[config.mk]
export PLATFORM = sky130hd
export DESIGN_NAME = timer_dev
export DESIGN_NICKNAME = d
export VERILOG_FILES = /design/src/rtl/timer_dev.sv
export SDC_FILE = /design/constraint.sdc
export NUM_CORES = 1
export LEC_CHECK = 0
export ABC_CLOCK_PERIOD_IN_PS = 3500
export CAP_MARGIN = 20
export CORE_MARGIN = 4
export CORE_UTILIZATION = 53
export DETAILED_ROUTE_END_ITERATION = 8
export PLACE_DENSITY_LB_ADDON = 0.08
export SLEW_MARGIN = 20
export SYNTH_ARGS = -nofsm -noshare
export SYNTH_HDL_FRONTEND = slang
export SYNTH_SLANG_ARGS = --single-unit
export TNS_END_PERCENT = 100
[constraint.sdc]
create_clock -name clk -period 3.5 [get_ports clk]
set_clock_uncertainty 0.2 [all_clocks]
set_input_delay 0.875 -clock clk [delete_from_list [all_inputs] [get_ports clk]]
set_output_delay 0.875 -clock clk [all_outputs]
set_load 0.02 [all_outputs]
[src/rtl/timer_dev.sv]
// Memory-mapped countdown timer (CTRL/PRESET/COUNT) with level interrupt.
// Optional prescaler on CTRL[7:4] is built only when TIMER_PRESCALE_EN is defined.
module timer_dev #(
    parameter int WIDTH    = 32,
    parameter int PRE_BITS = 4
) (
    input  logic             clk,
    input  logic             reset,
    input  logic             sel,
    input  logic             we,
    input  logic [1:0]       addr,
    input  logic [WIDTH-1:0] wdata,
    output logic [WIDTH-1:0] rdata,
    output logic             irq
);

    localparam logic [1:0] S_IDLE = 2'd0;
    localparam logic [1:0] S_LOAD = 2'd1;
    localparam logic [1:0] S_CNT  = 2'd2;
    localparam logic [1:0] S_INT  = 2'd3;

`ifdef TIMER_PRESCALE_EN
    localparam int CTRL_W = 8;
`else
    localparam int CTRL_W = 4;
`endif

    logic [CTRL_W-1:0] ctrl_q, ctrl_d;
    logic [WIDTH-1:0]  preset_q, preset_d;
    logic [WIDTH-1:0]  count_q, count_d;
    logic [1:0]        state_q, state_d;
    logic              flag_q, flag_d;
    logic              wr_ctrl, wr_preset;
    logic              auto_mode;
    logic              en_clr;
    logic              tick;

    assign wr_ctrl   = sel & we & (addr == 2'd0);
    assign wr_preset = sel & we & (addr == 2'd1);
    assign auto_mode = (ctrl_q[2:1] == 2'b01);

`ifdef TIMER_PRESCALE_EN
    logic [PRE_BITS-1:0] ps_q, ps_d;
    assign tick = (ps_q == PRE_BITS'(ctrl_q[7:4]));
`else
    assign tick = 1'b1;
`endif

    always_comb begin
        state_d  = state_q;
        count_d  = count_q;
        flag_d   = flag_q;
        ctrl_d   = ctrl_q;
        preset_d = preset_q;
        en_clr   = 1'b0;
`ifdef TIMER_PRESCALE_EN
        ps_d     = ps_q;
`endif
        case (state_q)
            S_IDLE: begin
                if (ctrl_q[0]) state_d = S_LOAD;
            end
            S_LOAD: begin
                count_d = preset_q;
                state_d = S_CNT;
`ifdef TIMER_PRESCALE_EN
                ps_d    = '0;
`endif
            end
            S_CNT: begin
                if (ctrl_q[0]) begin
`ifdef TIMER_PRESCALE_EN
                    ps_d = tick ? '0 : ps_q + PRE_BITS'(1);
`endif
                    // PRESET=0 lands here too and fires like PRESET=1
                    if (tick) begin
                        if (count_q <= WIDTH'(1)) begin
                            count_d = '0;
                            state_d = S_INT;
                        end else begin
                            count_d = count_q - WIDTH'(1);
                        end
                    end
                end
            end
            default: begin
                if (auto_mode) begin
                    state_d = S_LOAD;
                end else begin
                    en_clr  = 1'b1;
                    state_d = S_IDLE;
                end
            end
        endcase

        if (state_q == S_INT)          flag_d = 1'b1;
        else if (wr_ctrl || auto_mode) flag_d = 1'b0;

        if (wr_ctrl)     ctrl_d    = wdata[CTRL_W-1:0];
        else if (en_clr) ctrl_d[0] = 1'b0;

        // A PRESET write parks the FSM in IDLE and leaves COUNT untouched
        if (wr_preset) begin
            preset_d = wdata;
            state_d  = S_IDLE;
            count_d  = count_q;
        end
    end

    always_ff @(posedge clk or posedge reset) begin
        if (reset) begin
            ctrl_q   <= '0;
            preset_q <= '0;
            count_q  <= '0;
            state_q  <= S_IDLE;
            flag_q   <= 1'b0;
`ifdef TIMER_PRESCALE_EN
            ps_q     <= '0;
`endif
        end else begin
            ctrl_q   <= ctrl_d;
            preset_q <= preset_d;
            count_q  <= count_d;
            state_q  <= state_d;
            flag_q   <= flag_d;
`ifdef TIMER_PRESCALE_EN
            ps_q     <= ps_d;
`endif
        end
    end

    always_comb begin
        case (addr)
            2'd0:    rdata = WIDTH'(ctrl_q);
            2'd1:    rdata = preset_q;
            2'd2:    rdata = count_q;
            default: rdata = '0;
        endcase
    end

    assign irq = flag_q & ctrl_q[3];

endmodule
==> flow_summary.toml <==
[global_routing]
grt_pass1_vias = 3555
grt-ovfl-total = 0
grt_max_degree = 72
antenna_found_initial = 0
grt_first_pass_wirelength_um = 17430
grt.total_usage = 0.2399

[worst_setup_path]
arrival_ns = 2.34
criticalPathCategory = "input port to output port"
start_kind = "input port"
crit_path_cell_trace = "clkdlybuf4s50_1 -> nor2b_2 -> buf_12 -> a22o_1 -> dlygate4sd2_1"
cp.required_ns = 2.42
end_kind = "output port"
critPathSlowestCell = "clkdlybuf4s50_1"
slowest_delay_ns = 0.51
cp_max_fo = 32

[synthesis]
yosys.area_share.simple = 0.1601
synthCells = 411
synth_xor_area_frac = 0
synth.area.top_cells = "dfrtp_1 (43%), mux2_2 (9.6%), a22o_1 (9.4%)"
synth_edf_count = 0
syn_avg_cell_area_sq_um = 10.02
syn_area_sq_mm = 0.004119
synth-warning-count = 0
syn-num-nets = 454
synth_top_family_by_area = "compound AO/OA/AOI/OAI gates"
ys_seq_elements = 71
postSynth.asyncResetShare = 1.000
synth_compound_area_frac = 0.2275
synthAdderAreaFrac = 0.01519
yosys.area.top_type = "dfrtp_1"
synthMuxAreaShare = 0.1103
synth_cell_types = 52
synth-seq-area-share = 0.4313
synth_top_area_share = 0.4313
ys.flop_type = "dfrtp_1"

[placement]
gp_congestion = 0.8403
dp_hpwl_um = 7119
dpl-instance-area_sq_mm = 0.005014
numPortBuffers = 70

[floorplan]
rows = 31
start_util = 0.5560
io_pins = 71
fp.coreArea_sq_mm = 0.007408
dieArea_sq_mm = 0.009246
die-height_um = 96.16
die_w_um = 96.16

[clock_tree]
cts_inserted_buffers = 9
root_buffer = "clkbuf_8"
cts_hold_buf = 0
clk-insertion-delay-late_ns = 0.34
clk_pin_slew_ns = 0.08
clkSinkCount = 71
cts_htree_levels = 3
cts_tree = "yes"
clk_path_buf_depth = 2

[power]
power.internal_mw = 2.512
p_sw_frac = 0.4293
power_mw = 4.402
switchingPower_mw = 1.890
pwr-share-comb = 0.495
irDropWorstVdd_mv = 0.5217
power_leakage_nw = 2.286
cellPowerDensity_mw_per_mm2 = 848.5
clkPwrFrac = 0.163
p_seq_frac = 0.341

[sta]
hold_ws_ns = 0.3229
timing.fmax_ghz = 0.2929
slew_headroom = 0.3200
finalCriticalPeriod_ns = 3.414
setup_violations = 0
layout_worst_path_cycle_share = 0.9755
hold_viol = 0
worst_pin_slew_ns = 1.020
finalMaxSlewViolations = 0
rsz0062_at_grt = "no"

[detailed_routing]
vias = 3619
post-route-drc-count = 0
dr.pass1.iters = 5
routed_via_density = 6.218
wl_per_cell_um = 18.29
wirelength_um = 10640
drt-initial-drc-count = 187
drtAntennaViolNets = 0

[final_layout]
multiInputGateArea_sq_mm = 0.002130
nets = 522
fin_area_sq_mm = 0.005187
fillers = 586
diodes = 0
seqCellArea_sq_mm = 0.001777
syn2layout_area_growth_pct = 25.94
drive_gt1_frac = 0.1636

[worst_hold_path]
hold_class = "register to register"

[outcome]
status = "finished, final reports clean"

[job]
cap_violations = 0
## kinds of logic after synthesis
group	after synthesis
AOI/OAI and AO/OA	124
adders and majority gates	5
buffers and inverters	54
DFF	71
muxes	41
and+or+nand+nor	116
## sequential cells by signal, indices dropped and copies added, names as in the netlist
register and flops:
preset_q 32, count_q 32, flag_q 1, ctrl_q 4, state_q 2
## cell usage after synthesis, drive strengths merged (3+ instances only)
cell	n
a21oi	9
or3	5
o2bb2ai	4
nand2b	3
inv	20
nand2	27
clkbuf	20
o311ai	3
or4	5
o32ai	3
nor2	12
a32o	5
ha	5
a22oi	6
and3	8
a22o	44
mux2	35
nand3	10
nor3	19
o21ai	30
buf	14
mux2i	6
nor4	12
nand4b	4
dfrtp	71
a211o	4
o211ai	5
## power groups by stage
stage | combinational (mW) | sequential [mW] | clock (mW)
4_1_cts | 2.16 | 1.49 | 0.729
5_1_grt | 2.40 | 1.54 | 0.764
2_1_floorplan | 1.62 | 1.36 | 0
6_report | 2.18 | 1.50 | 0.719
3_5_place_dp | 2.20 | 1.50 | 0
3_3_place_gp | 2.13 | 1.50 | 0
## metrics by stage
| stage | instances | TNS, ns | setup WS (ns) | utilization |
|---|---|---|---|---|
| floorplan | 411 | 0 | 0.3977 | - |
| global placement | 567 | -4.385 | -0.1537 | 0.6767 |
| detailed placement | 567 | -5.355 | -0.1984 | 0.6767 |
| CTS | 582 | 0 | 0.08443 | 0.6999 |
| global route | 582 | 0 | 0.005655 | 0.7002 |
| finish | 582 | 0 | 0.08563 | 0.7002 |
## path summary, 6_finish.rpt
kind | start | end | slack (ns) | cells after the start
worst max-delay path | addr[0] | rdata[23] | 0.09 | 5
worst min-delay path | flag_q | flag_q | 0.32 | 2
worst max register to register | count_q[22] | count_q[3] | 0.51 | 5
worst min register to register | flag_q | flag_q | 0.32 | 2
max in group asynchronous | reset | count_q[7] | 2.06 | 3
min in group asynchronous | reset | count_q[10] | 0.72 | 3
## layout by cell type (no fill, tap or decap), drive strengths merged, types with 19 or more instances in the layout
master         count
dfrtp             71
a22o              44
clkdlybuf4s50     38
mux2              35
dlygate4sd2       30
o21ai             30
nand2             27
buf               21
inv               20
nor3              19
## metal layers
| metal | track usage | vias to the layer above | part of all wire |
|---|---|---|---|
| met5 | 0 | - | 0 |
| met4 | 0.07938 | 0 | 0.012 |
| met3 | 0.04066 | 15 | 0.062 |
| met2 | 0.3882 | 120 | 0.48 |
| met1 | 0.3260 | 1785 | 0.44 |
| li1 | - | 1699 | - |
## timing repair
action                                  4_1_cts  5_1_grt
hold endpoints to repair                      0        0
endpoints found under the setup margin       32        2
setup buffers                                 0        0
gates resized for setup                      32        2
## critical path, delay by kind of cell
kind / cells / cell delay (ns)
AO/OA/AOI/OAI: 1 / 0.17
AND/OR/NAND/NOR: 1 / 0.22
buffers and inverters: 3 / 1.06
## area by class of cell
type	instances	share of cell area
sequential	71	0.3425
multi-input combinational	286	0.4105
inverter	20	0.01447
timing repair buffer	91	0.1679
clock buffer	11	0.02726
tap	99	0.02388
clock inverter	4	0.01351
(Power assumes the default switching activity.)
